`src/rtl/write_stream_ahb_master.sv`:
```
// -----------------------------------------------------------------------------
// write_stream_ahb_master
//
// Accepts a byte stream (valid/ready), packs it little-endian into 32-bit
// words held in a small word FIFO, and drains the FIFO as AHB-Lite
// incrementing write transfers starting at {ADDR_HIGH, ADDR_LOW} for
// BUFFER_LENGTH words. Sits behind the Switch arbiter as one more master.
//
// Ports
//   HCLK, HRESETn          clock, synchronous active-low reset
//   i_WriteSystemStart     one-cycle start pulse, honoured only in IDLE
//   i_RCC_DMA_ADDR_HIGH/LOW base address (word aligned on capture)
//   i_RCC_BUFFER_LENGTH    job length in words (0 = empty job)
//   i_byte/_valid, o_byte_ready  byte input stream
//   HREADY                 transfer-complete from the Switch
//   o_HTRANS               2'b00 IDLE, 2'b01 BUSY, 2'b10 NONSEQ, 2'b11 SEQ
//   mem_WR_addr            address-phase address
//   mem_write_flag         address phase of a write is valid
//   HWDATA_toMem           write data, one cycle after the accepted address
//   O_Bytes_Counter        bytes accepted in the current job (saturating)
//   slave_done             one-cycle pulse after the last data phase
// -----------------------------------------------------------------------------
module write_stream_ahb_master #(
  parameter int FIFO_DEPTH    = 4,
  parameter int BOUNDARY_BITS = 10
) (
  input  logic        HCLK,
  input  logic        HRESETn,
  input  logic        i_WriteSystemStart,
  input  logic [15:0] i_RCC_DMA_ADDR_HIGH,
  input  logic [15:0] i_RCC_DMA_ADDR_LOW,
  input  logic [5:0]  i_RCC_BUFFER_LENGTH,
  input  logic [7:0]  i_byte,
  input  logic        i_byte_valid,
  output logic        o_byte_ready,
  input  logic        HREADY,
  output logic [1:0]  o_HTRANS,
  output logic [31:0] mem_WR_addr,
  output logic        mem_write_flag,
  output logic [31:0] HWDATA_toMem,
  output logic [15:0] O_Bytes_Counter,
  output logic        slave_done
);

  localparam int              PTR_W     = $clog2(FIFO_DEPTH);
  localparam logic [PTR_W:0]  FIFO_FULL = (PTR_W + 1)'(FIFO_DEPTH);

  localparam logic [1:0] HT_IDLE   = 2'b00;
  localparam logic [1:0] HT_BUSY   = 2'b01;
  localparam logic [1:0] HT_NONSEQ = 2'b10;
  localparam logic [1:0] HT_SEQ    = 2'b11;

  // WAIT doubles as the "armed, nothing issued yet" state: it shows IDLE on
  // the bus until the first beat, and BUSY once a burst is under way.
  typedef enum logic [2:0] {
    S_IDLE,
    S_WAIT,
    S_ADDR,
    S_LAST,
    S_DONE
  } state_t;

  state_t                         state_q,    state_d;
  logic [31:0]                    addr_q,     addr_d;
  logic [5:0]                     len_q,      len_d;
  logic [5:0]                     issued_q,   issued_d;
  logic [5:0]                     packed_q,   packed_d;
  logic [1:0]                     byte_idx_q, byte_idx_d;
  logic [23:0]                    pack_q,     pack_d;
  logic [PTR_W-1:0]               wr_ptr_q,   wr_ptr_d;
  logic [PTR_W-1:0]               rd_ptr_q,   rd_ptr_d;
  logic [PTR_W:0]                 count_q,    count_d;
  logic [1:0]                     htrans_q,   htrans_d;
  logic                           wr_flag_q,  wr_flag_d;
  logic [31:0]                    hwdata_q,   hwdata_d;
  logic [15:0]                    bytes_q,    bytes_d;
  logic                           done_q,     done_d;
  logic [FIFO_DEPTH-1:0][31:0]    fifo_q;

  logic fifo_full;
  logic pop;
  logic byte_ready;
  logic accept;
  logic push;

  always_comb begin
    state_d    = state_q;
    addr_d     = addr_q;
    len_d      = len_q;
    issued_d   = issued_q;
    packed_d   = packed_q;
    byte_idx_d = byte_idx_q;
    pack_d     = pack_q;
    wr_ptr_d   = wr_ptr_q;
    rd_ptr_d   = rd_ptr_q;
    count_d    = count_q;
    hwdata_d   = hwdata_q;
    bytes_d    = bytes_q;
    done_d     = 1'b0;
    htrans_d   = HT_IDLE;
    wr_flag_d  = 1'b0;

    fifo_full  = (count_q == FIFO_FULL);
    // An address phase completes (and frees a slot) whenever we are in ADDR
    // and the slave is ready; that slot may be refilled in the same cycle.
    pop        = (state_q == S_ADDR) && HREADY;
    byte_ready = (state_q inside {S_WAIT, S_ADDR, S_LAST}) &&
                 (packed_q < len_q) && (!fifo_full || pop);
    accept     = byte_ready && i_byte_valid;
    push       = accept && (byte_idx_q == 2'd3);

    // Byte packer: bytes 0..2 are staged, the 4th completes the word.
    if (accept) begin
      byte_idx_d = byte_idx_q + 2'd1;
      if (bytes_q != 16'hFFFF) bytes_d = bytes_q + 16'd1;
      case (byte_idx_q)
        2'd0:    pack_d[7:0]   = i_byte;
        2'd1:    pack_d[15:8]  = i_byte;
        2'd2:    pack_d[23:16] = i_byte;
        default: ;
      endcase
    end

    if (push) begin
      packed_d = packed_q + 6'd1;
      wr_ptr_d = wr_ptr_q + PTR_W'(1);
    end

    if (pop) begin
      rd_ptr_d = rd_ptr_q + PTR_W'(1);
      hwdata_d = fifo_q[rd_ptr_q];
      addr_d   = addr_q + 32'd4;
      issued_d = issued_q + 6'd1;
    end

    case ({push, pop})
      2'b10:   count_d = count_q + (PTR_W + 1)'(1);
      2'b01:   count_d = count_q - (PTR_W + 1)'(1);
      default: count_d = count_q;
    endcase

    case (state_q)
      S_IDLE: begin
        if (i_WriteSystemStart) begin
          addr_d     = {i_RCC_DMA_ADDR_HIGH, i_RCC_DMA_ADDR_LOW[15:2], 2'b00};
          len_d      = i_RCC_BUFFER_LENGTH;
          issued_d   = '0;
          packed_d   = '0;
          byte_idx_d = '0;
          bytes_d    = '0;
          if (i_RCC_BUFFER_LENGTH == 6'd0) begin
            state_d = S_DONE;
            done_d  = 1'b1;
          end else begin
            state_d = S_WAIT;
          end
        end
      end
      S_WAIT: begin
        if (count_d != '0) state_d = S_ADDR;
      end
      S_ADDR: begin
        // HREADY low holds everything: no pop, so addr/issued stay put.
        if (HREADY) begin
          if (issued_d == len_q)   state_d = S_LAST;
          else if (count_d != '0)  state_d = S_ADDR;
          else                     state_d = S_WAIT;
        end
      end
      S_LAST: begin
        // Final data phase is on the bus; finish once the slave takes it.
        if (HREADY) begin
          state_d = S_DONE;
          done_d  = 1'b1;
        end
      end
      S_DONE:  state_d = S_IDLE;
      default: state_d = S_IDLE;
    endcase

    // Bus controls are registered from the next state so they line up with
    // the cycle in which that state is live.
    case (state_d)
      S_ADDR: begin
        wr_flag_d = 1'b1;
        htrans_d  = (issued_d == 6'd0 || addr_d[BOUNDARY_BITS-1:0] == '0)
                    ? HT_NONSEQ : HT_SEQ;
      end
      S_WAIT:  htrans_d = (issued_d == 6'd0) ? HT_IDLE : HT_BUSY;
      default: ;
    endcase
  end

  always_ff @(posedge HCLK) begin
    if (!HRESETn) begin
      state_q    <= S_IDLE;
      addr_q     <= '0;
      len_q      <= '0;
      issued_q   <= '0;
      packed_q   <= '0;
      byte_idx_q <= '0;
      pack_q     <= '0;
      wr_ptr_q   <= '0;
      rd_ptr_q   <= '0;
      count_q    <= '0;
      htrans_q   <= HT_IDLE;
      wr_flag_q  <= 1'b0;
      hwdata_q   <= '0;
      bytes_q    <= '0;
      done_q     <= 1'b0;
    end else begin
      state_q    <= state_d;
      addr_q     <= addr_d;
      len_q      <= len_d;
      issued_q   <= issued_d;
      packed_q   <= packed_d;
      byte_idx_q <= byte_idx_d;
      pack_q     <= pack_d;
      wr_ptr_q   <= wr_ptr_d;
      rd_ptr_q   <= rd_ptr_d;
      count_q    <= count_d;
      htrans_q   <= htrans_d;
      wr_flag_q  <= wr_flag_d;
      hwdata_q   <= hwdata_d;
      bytes_q    <= bytes_d;
      done_q     <= done_d;
    end
  end

  // Word storage needs no reset: the pointers define what is valid.
  always_ff @(posedge HCLK) begin
    if (push) fifo_q[wr_ptr_q] <= {i_byte, pack_q};
  end

  assign o_byte_ready    = byte_ready;
  assign o_HTRANS        = htrans_q;
  assign mem_WR_addr     = addr_q;
  assign mem_write_flag  = wr_flag_q;
  assign HWDATA_toMem    = hwdata_q;
  assign O_Bytes_Counter = bytes_q;
  assign slave_done      = done_q;

endmodule

```
`config.mk`:
```
export PLATFORM = sky130hd
export DESIGN_NAME = write_stream_ahb_master
export DESIGN_NICKNAME = d
export VERILOG_FILES = /design/src/rtl/write_stream_ahb_master.sv
export SDC_FILE = /design/constraint.sdc
export NUM_CORES = 1
export LEC_CHECK = 0
export ABC_AREA = 1
export ABC_CLOCK_PERIOD_IN_PS = 8920
export BUFFER_PORTS_ARGS = -buffer_cell sky130_fd_sc_hd__buf_2
export CORE_MARGIN = 4
export CORE_UTILIZATION = 55
export CTS_CLUSTER_DIAMETER = 40
export DETAILED_ROUTE_END_ITERATION = 10
export GPL_ROUTABILITY_DRIVEN = 0
export PLACE_DENSITY_LB_ADDON = 0.1
export SYNTH_ARGS = -nofsm -noshare
export SYNTH_HDL_FRONTEND = slang
export SYNTH_SLANG_ARGS = --single-unit
```
`constraint.sdc`:
```
create_clock -name HCLK -period 8.92 [get_ports HCLK]
set_clock_uncertainty 0.1 [all_clocks]
set_input_delay 0.446 -clock HCLK [delete_from_list [all_inputs] [get_ports HCLK]]
set_output_delay 0.446 -clock HCLK [all_outputs]
set_load 0.01 [all_outputs]
```
==> run_results.csv, run 1 <==
group,metric,value,unit
synth,yosysSeqAreaShare,0.572,
power_and_ir_drop,p_per_area,216,nW/um^2
synth,synth_warnings,0,
worst_setup_path,worst-path-buf-inv,5,
global_route,grt_max_degree,86,
clock_network,cts_resized,0,
sta,fin_tns_setup,0,ns
power_and_ir_drop,p_comb_frac,0.050,
global_route,grt_pass1_vias,8650,
power_and_ir_drop,ir_worst_vdd,0.143,mV
global_route,antenna_found_initial,2,
power_and_ir_drop,switching_share,0.226,
power_and_ir_drop,intPower,2280,uW
placement,io_buffers,133,
synth,ys_types,43,
status,status,"completed",
clock_network,clock-sinks,266,
floorplan,coreArea,20400,sq um
drt,drt-pass1-iter-count,5,
worst_setup_path,start_kind,"flip-flop",
worst_setup_path,cp_cell_sequence,"inv_2 -> nand3_2 -> nor2_4 -> buf_4 -> nor4_2 -> nor4_4 -> nand2_2 -> inv_2 -> nand2_1 -> ha_1 -> fa_1 -> a21oi_1 -> o21ai_0 -> xor2_1 -> inv_1 -> nand3_1 -> o21ai_0 -> a21oi_2 -> nand3_1 -> nand2_1 -> nand2_1 -> inv_1",
sta,rsz0062_at_grt,"no",
synth,ys_seq_elements,266,
sta,timing.final.crit_share,0.589,
cells_and_area,syn2layout_area_growth,18.2,%
floorplan,start_util,0.566,
synth,syn_area,11600,sq um
sta,slew-limit-headroom,0.428,
drt,ant_nets,0,
floorplan,num_rows,52,
worst_setup_path,crit_top_cell,"nand2_1",
drt,wl_per_cell,16.0,um
power_and_ir_drop,total_power,2950,uW
power_and_ir_drop,seqPwrFrac,0.448,
sta,period_needed,5.26,ns
worst_setup_path,critPathKind,"reg -> reg",
clock_network,cts.clk_slew.worst_paths,0.06,ns
drt,vias,9056,
floorplan,die_y,153,um
drt,routed_wl,27.2,mm
min_path,hp-class,"in -> reg",
clock_network,clock_path_buffers,3,
synth,synthCells,1279,
worst_setup_path,crit_family,"simple AND/OR/NAND/NOR gates",
sta,slew_viol_final,0,
sta,max_freq,190,MHz
clock_network,postCtsHoldBufs,0,
clock_network,cts_tree,"done",
global_route,grt_pass1_wl,43.7,mm
clock_network,clk-insertion-delay-late,0.51,ns
cells_and_area,fillers,1647,
clock_network,root_buffer,"clkbuf_16",
global_route,gr-total-overflow,0,
power_and_ir_drop,power_frac_clock,0.501,
power_and_ir_drop,power_switching,666,uW
synth,avgSynthCellArea,9.03,sq um
worst_setup_path,cp_slowest_cell,"buf_4",
worst_setup_path,crit_fanout,85,
cells_and_area,drive_gt1_frac,0.171,
sta,hold_slack,0.0975,ns
sta,worst_pin_slew,0.859,ns
worst_setup_path,cp.arrival,5.56,ns
worst_setup_path,crit_required,9.22,ns
worst_setup_path,max_stage_delay,0.68,ns
worst_setup_path,worstSetupEndpointType,"flip-flop",
placement,post-dp-hpwl,16.3,mm
drt,drc,0,
floorplan,fp.dieArea,23400,sq um
cells_and_area,fin_nets,1469,
floorplan,die_w,153,um
power_and_ir_drop,leakagePower,0.00558,uW
clock_network,cts_setup_buffers,0,
drt,vias_per_cell,5.33,
clock_network,cts_buffers,36,
run,cap_viol_max_count,0,
global_route,track_usage,0.226,
drt,first_iter_violations,523,
synth,syn-num-nets,1349,
floorplan,io_pins,136,
sta,hold_violations,0,
clock_network,h-tree-depth,2,
sta,finalSetupViolations,0,
worst paths after layout:
| kind | from | end | slack, ns | depth (start not counted) |
|---|---|---|---|---|
| worst max-delay path | state_q[2]$_SDFF_PN0_ | o_HTRANS[0]$_SDFF_PN0_ | 3.66 | 22 |
| worst min-delay path | i_RCC_DMA_ADDR_HIGH[9] | mem_WR_addr[25]$_SDFF_PN0_ | 0.1 | 3 |
| worst max register to register | state_q[2]$_SDFF_PN0_ | o_HTRANS[0]$_SDFF_PN0_ | 3.66 | 22 |
| worst min register to register | mem_WR_addr[1]$_SDFF_PN0_ | mem_WR_addr[1]$_SDFF_PN0_ | 0.33 | 2 |
sequential cells by signal (all words and copies together), names as in the netlist, 3 cells and up:
register and flops:
HWDATA_toMem 32, O_Bytes_Counter 16, count_q 3, fifo_q 128, issued_q 6, len_q 6
mem_WR_addr 32, pack_q 24, packed_q 6, state_q 3
through the flow:
| step | setup slack (ns) | std cells | util | area (sq um) |
|---|---|---|---|---|
| after detailed placement | 3.57 | 1631 | 0.606 | 12400 |
| after CTS | 3.65 | 1697 | 0.668 | 13700 |
| after global placement | 3.65 | 1631 | 0.606 | 12400 |
| after global routing | 3.07 | 1698 | 0.668 | 13700 |
| after floorplan | 5.25 | 1279 | - | 11600 |
| final | 3.66 | 1698 | 0.668 | 13700 |
cell usage in the layout (no fill, tap or decap), types with 2 or more instances in the layout:
cell,count
or2_2,4
inv_6,7
dfxtp_1,137
o211ai_1,5
a31oi_1,32
nor2_2,6
xor2_1,28
xnor2_1,14
ha_1,18
clkinv_2,3
nand4_1,15
inv_2,6
o21ai_0,144
o21ai_1,6
nor2_1,208
clkbuf_8,2
nand3b_1,2
a21oi_1,43
edfxtp_1,128
buf_2,133
nor4_1,6
nor2_4,5
inv_1,93
nand2_2,4
nor3_4,2
clkinv_4,2
bufinv_16,3
nor3_1,11
clkbuf_16,40
nand2_1,202
nand3_1,79
clkbuf_1,5
buf_4,12
nand3_2,4
clkinvlp_4,3
metal layers:
layer  vias up  global-route usage  part of all wire
met5         -                   0           0.00044
met2       214               0.383              0.48
met3        49              0.0466             0.051
met1      4238               0.296              0.44
li1       4553                   -                 -
met4         2              0.0675             0.020
synth_stat cells, drive strengths merged:
| library cell | count | area, sq um |
|---|---|---|
| nand4 | 15 | 93.8 |
| or2 | 4 | 25.0 |
| nand2 | 207 | 795 |
| fa | 1 | 20.0 |
| nand3 | 84 | 453 |
| a21oi | 44 | 224 |
| xor2 | 28 | 245 |
| o211ai | 5 | 37.5 |
| a22oi | 1 | 7.51 |
| a31oi | 32 | 200 |
| dfxtp | 138 | 2760 |
| nand3b | 2 | 15.0 |
| ha | 18 | 225 |
| mux2i | 1 | 10.0 |
| nor4 | 8 | 71.3 |
| o21a | 1 | 7.51 |
| a211oi | 1 | 7.51 |
| edfxtp | 128 | 3840 |
| inv | 99 | 372 |
| nor4b | 1 | 8.76 |
| nor2 | 220 | 885 |
| nor3 | 13 | 87.6 |
| xnor2 | 14 | 123 |
| clkbuf | 40 | 150 |
| buf | 23 | 126 |
| o21ai | 150 | 751 |
| a21boi | 1 | 7.51 |
power groups by stage:
stage	Combinational (uW)	Clock, uW	Sequential [uW]
floorplan	88.4	0	1350
global placement	147	0	1340
detailed placement	148	0	1350
CTS	150	1500	1320
global route	168	1550	1320
finish	148	1480	1320
layout make-up:
class	count	area (sq um)	share of cell area
sequential	266	6610	0.484
inverter	99	372	0.0272
tap	270	338	0.0247
antenna	1	2.50	0.000183
multi-input combinational	851	4310	0.316
clock inverter	19	223	0.0163
clock buffer	47	1050	0.0767
timing repair buffer	145	756	0.0553
tightest hold or removal path, stage by stage:
cell      delay [ns]
buf_2           0.09
o211ai_1        0.09
inv_1           0.05
cell families after synthesis:
| logic type | Yosys count | share of synthesized area |
|---|---|---|
| mux | 1 | 0.000866 |
| fa+ha+maj | 19 | 0.0212 |
| xor+xnor | 42 | 0.0318 |
| flops | 266 | 0.572 |
| compound gates | 235 | 0.108 |
| buf+inv | 162 | 0.0561 |
| simple gates | 554 | 0.211 |
(Power assumes the default switching activity.)
==> run 2, diff against run 1 <==
--- a/config.mk
+++ b/config.mk
@@ -5,11 +5,11 @@
 export SDC_FILE = /design/constraint.sdc
 export NUM_CORES = 1
 export LEC_CHECK = 0
-export ABC_AREA = 1
-export ABC_CLOCK_PERIOD_IN_PS = 8920
+export ABC_AREA = 0
+export ABC_CLOCK_PERIOD_IN_PS = 4400
 export BUFFER_PORTS_ARGS = -buffer_cell sky130_fd_sc_hd__buf_2
 export CORE_MARGIN = 4
-export CORE_UTILIZATION = 55
+export CORE_UTILIZATION = 52
 export CTS_CLUSTER_DIAMETER = 40
 export DETAILED_ROUTE_END_ITERATION = 10
 export GPL_ROUTABILITY_DRIVEN = 0
==> constraint.sdc (replaced) <==
create_clock -name HCLK -period 4.4 [get_ports HCLK]
set_clock_uncertainty 0.1 [all_clocks]
set_input_delay 0.22 -clock HCLK [delete_from_list [all_inputs] [get_ports HCLK]]
set_output_delay 0.22 -clock HCLK [all_outputs]
set_load 0.01 [all_outputs]
==> run 2 against run 1 <==
  * Cell count fell by 16%
  * Clock-buffer cell count rose by 2
  * Sequential share of layout area fell by 0.36 points
  * Power rose by 99%
  * Sequential power rose by 100%
  * Critical path depth fell by 8
  * Global-route usage fell by 2.5 points
  * Combinational power rose by 70%
  * Maximum frequency rose by 32%
==> run_results.csv, run 2 <==
group,metric,value,unit
cells_and_area,layout_commonest_cell,"nand2_1",
global_route,grt_pass1_wl,39.0,mm
synth,yosysSeqAreaShare,0.593,
global_route,antenna_found_initial,0,
clock_network,clk-insertion-delay-late,0.51,ns
global_route,track_usage,0.201,
power_and_ir_drop,switching_share,0.219,
worst_setup_path,critPathKind,"reg -> reg",
cells_and_area,diodes,0,
floorplan,die_y,154,um
synth,yosysMostFrequentCell,"nand2_1",
sta,hold_violations,0,
synth,ys_types,59,
clock_network,cts.clk_slew.worst_paths,0.06,ns
cells_and_area,multi_input_area,4240,sq um
cells_and_area,largest_register_ffs,128,
cells_and_area,syn2layout_area_growth,23.4,%
placement,io_buffers,133,
drt,drc,0,
power_and_ir_drop,p_per_area,427,nW/um^2
sta,fin_tns_setup,0,ns
power_and_ir_drop,seqPwrFrac,0.450,
drt,drt-pass1-iter-count,5,
drt,vias,7735,
drt,ant_nets,0,
drt,routed_wl,24.0,mm
clock_network,h-tree-depth,2,
synth,syn-num-nets,1016,
status,status,"completed",
synth,synth_top_area_frac,0.345,
run,cap_viol_max_count,0,
global_route,grt_pass1_vias,7546,
clock_network,root_buffer,"clkbuf_16",
floorplan,num_rows,53,
worst_setup_path,cp_slowest_cell,"fa_1",
placement,post-dp-hpwl,14.8,mm
power_and_ir_drop,leakagePower,0.00519,uW
clock_network,cts_setup_buffers,0,
synth,async_flop_share,0,
cells_and_area,fillers,1594,
worst_setup_path,worst-path-buf-inv,0,
synth,synth.largest_area_cell,"edfxtp_1",
worst_setup_path,crit_family,"compound AO/OA/AOI/OAI gates",
sta,rsz0062_at_grt,"no",
power_and_ir_drop,ir_worst_vdd,0.308,mV
synth,synth_area_leaders,"edfxtp_1 34%, dfxtp_1 25%, mux4_2 6.5%",
sta,slew-limit-headroom,0.420,
cells_and_area,layout_common_cells,"165 x nand2_1, 137 x dfxtp_1, 133 x buf_2, 128 x edfxtp_1, 64 x a21boi_0",
power_and_ir_drop,power_frac_clock,0.507,
floorplan,io_pins,136,
worst_setup_path,start_kind,"flip-flop",
worst_setup_path,crit_fanout,7,
clock_network,cts_buffers,38,
global_route,grt_max_degree,59,
global_route,gr-total-overflow,0,
synth,ys.flop_type,"dfxtp_1",
worst_setup_path,crit_top_cell,"nand2_1",
power_and_ir_drop,p_comb_frac,0.043,
clock_network,clock-sinks,266,
floorplan,start_util,0.530,
sta,finalSetupViolations,0,
cells_and_area,top_register,"fifo_q",
synth,avgSynthCellArea,11.8,sq um
floorplan,coreArea,21000,sq um
cells_and_area,final_util,0.654,
worst_setup_path,cp.arrival,4.33,ns
worst_setup_path,crit_required,4.74,ns
floorplan,die_w,154,um
power_and_ir_drop,intPower,4590,uW
sta,worst_pin_slew,0.868,ns
drt,vias_per_cell,5.43,
sta,max_freq,250,MHz
min_path,hp-class,"in -> reg",
floorplan,fp.dieArea,23800,sq um
worst_setup_path,cp_cell_sequence,"nand4bb_2 -> a2111oi_2 -> and2_1 -> o211a_1 -> nand2_1 -> ha_1 -> fa_1 -> xnor3_1 -> a22oi_1 -> nand2_1 -> a41oi_1 -> o31ai_2 -> a31o_2 -> a21oi_1",
power_and_ir_drop,power_switching,1290,uW
synth,synthCells,946,
sta,period_needed,3.99,ns
clock_network,cts_tree,"done",
drt,wl_per_cell,16.8,um
sta,slew_viol_final,0,
sta,timing.final.crit_share,0.907,
cells_and_area,fin_nets,1190,
synth,ys_top_cells_by_count,"165 x nand2_1, 138 x dfxtp_1, 128 x edfxtp_1, 64 x a21boi_0, 46 x nor2_1",
cells_and_area,drive_gt1_frac,0.221,
worst_setup_path,worstSetupEndpointType,"flip-flop",
synth,ys_seq_elements,266,
worst_setup_path,max_stage_delay,0.42,ns
synth,synth_warnings,0,
clock_network,clock_path_buffers,3,
synth,syn_area,11100,sq um
cells_and_area,regArea,6610,sq um
drt,first_iter_violations,494,
synth,synth_edf_count,128,
-- run 2: cell count changes after synthesis, moves of 11 or more --
cell and change:
nor2_1 -166, o21ai_0 -121, inv_1 -75, a21boi_0 +64, nand3_1 -50, nand2_1 -37
mux4_2 +32, a31oi_1 -28, and3_1 +20, and2_1 +18, a21oi_1 -16, o211a_1 +14
xnor2_1 +11
-- run 2: power groups by stage --
stage          sequential, uW  combinational [uW]  clock [uW]
4_1_cts                  2640                 251        3050
5_1_grt                  2650                 278        3180
6_report                 2640                 251        2980
3_5_place_dp             2700                 221           0
2_1_floorplan            2700                 125           0
3_3_place_gp             2690                 219           0
-- run 2: stage by stage --
stage	std cells	hold WS [ns]	cell area, sq um	setup slack (ns)	total power [uW]
6_report	1425	0.0582	13800	0.407	5870
5_1_grt	1425	0.0910	13800	0.0702	6100
4_1_cts	1425	0.0396	13800	0.379	5940
3_5_place_dp	1313	0.355	12100	0.392	2920
3_3_place_gp	1313	0.349	12100	0.485	2910
2_1_floorplan	946	0.219	11100	0.658	2830
-- run 2: final timing paths --
path,start,endpoint,slack [ns],depth (start not counted)
setup / recovery,state_q[0]$_SDFF_PN0_,o_HTRANS[0]$_SDFF_PN0_,0.41,14
hold / removal,i_RCC_DMA_ADDR_LOW[4],mem_WR_addr[4]$_SDFF_PN0_,0.06,4
setup reg to reg,state_q[0]$_SDFF_PN0_,o_HTRANS[0]$_SDFF_PN0_,0.41,14
hold reg to reg,HWDATA_toMem[12]$_SDFFE_PN0P_,HWDATA_toMem[12]$_SDFFE_PN0P_,0.36,2
-- run 2: cell type report --
| class | count | area share |
|---|---|---|
| well taps | 275 | 0.0250 |
| multi-input cells | 607 | 0.308 |
| clock buffers | 49 | 0.0775 |
| repair buffers | 188 | 0.0888 |
| flip-flops and latches | 266 | 0.480 |
| inverters | 19 | 0.00537 |
| clock inverters | 21 | 0.0147 |
-- run 2: tightest hold or removal path: stages --
cell	delay [ns]
buf_2	0.09
nor2_1	0.05
a31oi_1	0.14
and2_1	0.13
-- run 2: per-layer routing --
layer	part of all wire	vias up	wire length, um	track usage
li1	-	3767	-	-
met1	0.46	3751	10900	0.283
met2	0.47	186	11400	0.323
met3	0.053	31	1280	0.0406
met4	0.017	0	402	0.0542
met5	0	-	0	0
-- run 2: kinds of logic after synthesis --
group                      count (synthesis)  share of synthesized area
DFF                                      266                      0.593
muxes                                     36                     0.0682
AOI/OAI and AO/OA                        154                     0.0978
and+or+nand+nor                          343                      0.146
xor gates and xnor gates                  55                     0.0457
adders and majority gates                 19                     0.0220
buffers and inverters                     73                     0.0273
-- run 2: what timing repair did --
item / in CTS / in global routing
resized for setup: 0 / 0
hold buffers: 42 / 0
endpoints found under the hold margin: 90 / 0
==> run 3, diff against run 2 <==
--- a/config.mk
+++ b/config.mk
@@ -5,7 +5,6 @@
 export SDC_FILE = /design/constraint.sdc
 export NUM_CORES = 1
 export LEC_CHECK = 0
-export ABC_AREA = 0
 export ABC_CLOCK_PERIOD_IN_PS = 4400
 export BUFFER_PORTS_ARGS = -buffer_cell sky130_fd_sc_hd__buf_2
 export CORE_MARGIN = 4
@@ -13,7 +12,7 @@
 export CTS_CLUSTER_DIAMETER = 40
 export DETAILED_ROUTE_END_ITERATION = 10
 export GPL_ROUTABILITY_DRIVEN = 0
-export PLACE_DENSITY_LB_ADDON = 0.1
+export PLACE_DENSITY = 0.75
 export SYNTH_ARGS = -nofsm -noshare
 export SYNTH_HDL_FRONTEND = slang
 export SYNTH_SLANG_ARGS = --single-unit
==> constraint.sdc (replaced) <==
create_clock -name HCLK -period 4.4 [get_ports HCLK]
set_clock_uncertainty 0.1 [all_clocks]
set_input_delay 0.44 -clock HCLK [delete_from_list [all_inputs] [get_ports HCLK]]
set_output_delay 0.44 -clock HCLK [all_outputs]
set_load 0.01 [all_outputs]
==> run 3 against run 2 <==
  * Utilization is 2.0 points lower
  * First-iteration DRC count is 4.9% lower
  * Power is 1.3% higher
  * Critical path depth is 1 higher
  * Sequential power hardly changed
  * Largest cell class unchanged
  * Via count is 1.1% lower
==> run_results.csv, run 3 (synthesis gave the netlist of run 2 again) <==
group,metric,value,unit
worst_setup_path,r2r_slack,0.42,ns
sta,finalSetupViolations,0,
power_and_ir_drop,power_frac_clock,0.518,
floorplan,die_y,154,um
global_route,grt_max_degree,80,
power_and_ir_drop,intPower,4700,uW
worst_setup_path,worst-path-buf-inv,1,
cells_and_area,drive_gt1_frac,0.230,
drt,wl_per_cell,17.7,um
clock_network,postCtsHoldBufs,0,
clock_network,cts_resized,0,
run,cap_viol_max_count,0,
worst_setup_path,cp_slowest_cell,"dfxtp_1",
clock_network,cts_buffers,37,
sta,slew-limit-headroom,0.372,
clock_network,root_buffer,"clkbuf_16",
drt,drc,0,
min_path,hold_start,"i_RCC_DMA_ADDR_HIGH[0]",
worst_setup_path,critPathKind,"reg -> reg",
status,status,"completed",
worst_setup_path,max_stage_delay,0.42,ns
power_and_ir_drop,ir_worst_vdd,0.275,mV
cells_and_area,syn2layout_area_growth,19.7,%
cells_and_area,layout_commonest_cell,"nand2_1",
sta,period_needed,3.98,ns
global_route,track_usage,0.205,
worst_setup_path,crit_fanout,5,
drt,first_iter_violations,470,
power_and_ir_drop,power_switching,1250,uW
cells_and_area,largest_register_ffs,128,
worst_setup_path,r2r-end,"mem_write_flag$_SDFF_PN0_",
worst_setup_path,cp_cell_sequence,"inv_1 -> ha_1 -> and3_1 -> a21oi_1 -> o211a_1 -> nand2_1 -> ha_1 -> fa_1 -> xnor3_1 -> a22oi_1 -> a21o_1 -> nand2_1 -> nor4b_4 -> o21ai_2 -> nor3_1",
drt,vias,7647,
clock_network,cts.clk_slew.worst_paths,0.05,ns
drt,routed_wl,24.4,mm
power_and_ir_drop,p_per_area,446,nW/um^2
min_path,whs_endpoint,"mem_WR_addr[16]$_SDFF_PN0_",
clock_network,clk-insertion-delay-late,0.51,ns
global_route,gr-total-overflow,0,
worst_setup_path,cp.arrival,4.29,ns
global_route,grt_pass1_vias,7683,
placement,post-dp-hpwl,14.6,mm
cells_and_area,fin_nets,1146,
worst_setup_path,start_kind,"flip-flop",
floorplan,num_rows,53,
sta,fin_tns_setup,0,ns
sta,slew_viol_final,0,
floorplan,fp.dieArea,23800,sq um
sta,setup_slack,0.421,ns
cells_and_area,fillers,1597,
clock_network,cts_tree,"done",
clock_network,h-tree-depth,2,
floorplan,io_pins,136,
sta,rsz0062_at_grt,"no",
sta,timing.final.crit_share,0.904,
sta,max_freq,251,MHz
cells_and_area,diodes,0,
drt,vias_per_cell,5.55,
worst_setup_path,worstRegToRegCells,15,
placement,io_buffers,133,
global_route,grt_pass1_wl,39.8,mm
worst_setup_path,r2r-start,"len_q[4]$_SDFFE_PN0P_",
placement,pre_cts_slack,0.356,ns
sta,hold_violations,0,
power_and_ir_drop,seqPwrFrac,0.445,
sta,worst_pin_slew,0.942,ns
drt,drt-pass1-iter-count,6,
cells_and_area,layout_common_cells,"165 x nand2_1, 136 x dfxtp_1, 133 x buf_2, 128 x edfxtp_1, 64 x a21boi_0",
clock_network,clock_path_buffers,3,
global_route,antenna_found_initial,0,
floorplan,coreArea,21000,sq um
min_path,hp-class,"in -> reg",
worst_setup_path,crit_family,"adder cells",
power_and_ir_drop,switching_share,0.210,
worst_setup_path,worstSetupEndpointType,"flip-flop",
cells_and_area,multi_input_area,4240,sq um
cells_and_area,regArea,6610,sq um
floorplan,die_w,154,um
power_and_ir_drop,p_comb_frac,0.037,
worst_setup_path,path_depth,15,
min_path,min_path_cells,2,
power_and_ir_drop,leakagePower,0.00501,uW
worst_setup_path,crit_required,4.71,ns
floorplan,start_util,0.530,
clock_network,clock-sinks,266,
drt,ant_nets,0,
cells_and_area,top_register,"fifo_q",
clock_network,cts_setup_buffers,0,
[run 3: changes by cell type in the layout (fill, tap and decap cells not counted), sizes merged]
cell,before,now
bufinv,2,6
clkinvlp,2,5
buf,146,145
dlygate4sd3,42,0
clkbuf,49,43
inv,28,24
[run 3: worst max-delay path by stage]
stage                          startpoint                   endpoint
floorplan                          HREADY     o_HTRANS[0]$_SDFF_PN0_
global placement                   HREADY     o_HTRANS[0]$_SDFF_PN0_
detailed placement                 HREADY     o_HTRANS[1]$_SDFF_PN0_
CTS                 state_q[2]$_SDFF_PN0_     o_HTRANS[1]$_SDFF_PN0_
global route        state_q[2]$_SDFF_PN0_  mem_write_flag$_SDFF_PN0_
finish              len_q[4]$_SDFFE_PN0P_  mem_write_flag$_SDFF_PN0_
[run 3: worst reg2reg max path, stage by stage, from the launching register on]
cell     delay [ns]
dfxtp_1        0.42
inv_1          0.07
ha_1           0.30
and3_1         0.15
a21oi_1        0.22
o211a_1        0.21
nand2_1        0.19
ha_1           0.31
fa_1           0.42
xnor3_1        0.37
a22oi_1        0.25
a21o_1         0.15
nand2_1        0.09
nor4b_4        0.30
o21ai_2        0.13
nor3_1         0.21
[run 3: stage by stage]
step	util	instances	hold WS (ns)	instance area [sq um]	power, uW
finish	0.635	1379	0.0872	13300	5950
global route	0.635	1379	0.0804	13300	6150
CTS	0.635	1379	0.0696	13300	6010
detailed placement	0.573	1312	0.357	12000	2920
global placement	0.573	1312	0.351	12000	2910
floorplan	-	946	0.343	11100	2830
[run 3: cell type report]
cell class	count	share of cell area
inverter	19	0.00553
timing repair buffer	145	0.0576
clock inverter	24	0.0231
multi-input combinational	607	0.318
clock buffer	43	0.0750
tap	275	0.0258
sequential	266	0.495
[run 3: metal layers]
| layer | wire length, um | up-vias | share of wire | track usage |
|---|---|---|---|---|
| li1 | - | 3674 | - | - |
| met1 | 10600 | 3729 | 0.44 | 0.273 |
| met2 | 11900 | 206 | 0.49 | 0.344 |
| met3 | 1300 | 38 | 0.053 | 0.0403 |
| met4 | 484 | 0 | 0.020 | 0.0597 |
| met5 | 0 | - | 0 | 0 |
[run 3: power by group through the flow]
stage               clock [uW]  sequential [uW]  combinational (uW)
finish                    3080             2650                 221
global route              3260             2650                 245
CTS                       3140             2640                 222
detailed placement           0             2700                 219
global placement             0             2690                 215
floorplan                    0             2700                 125
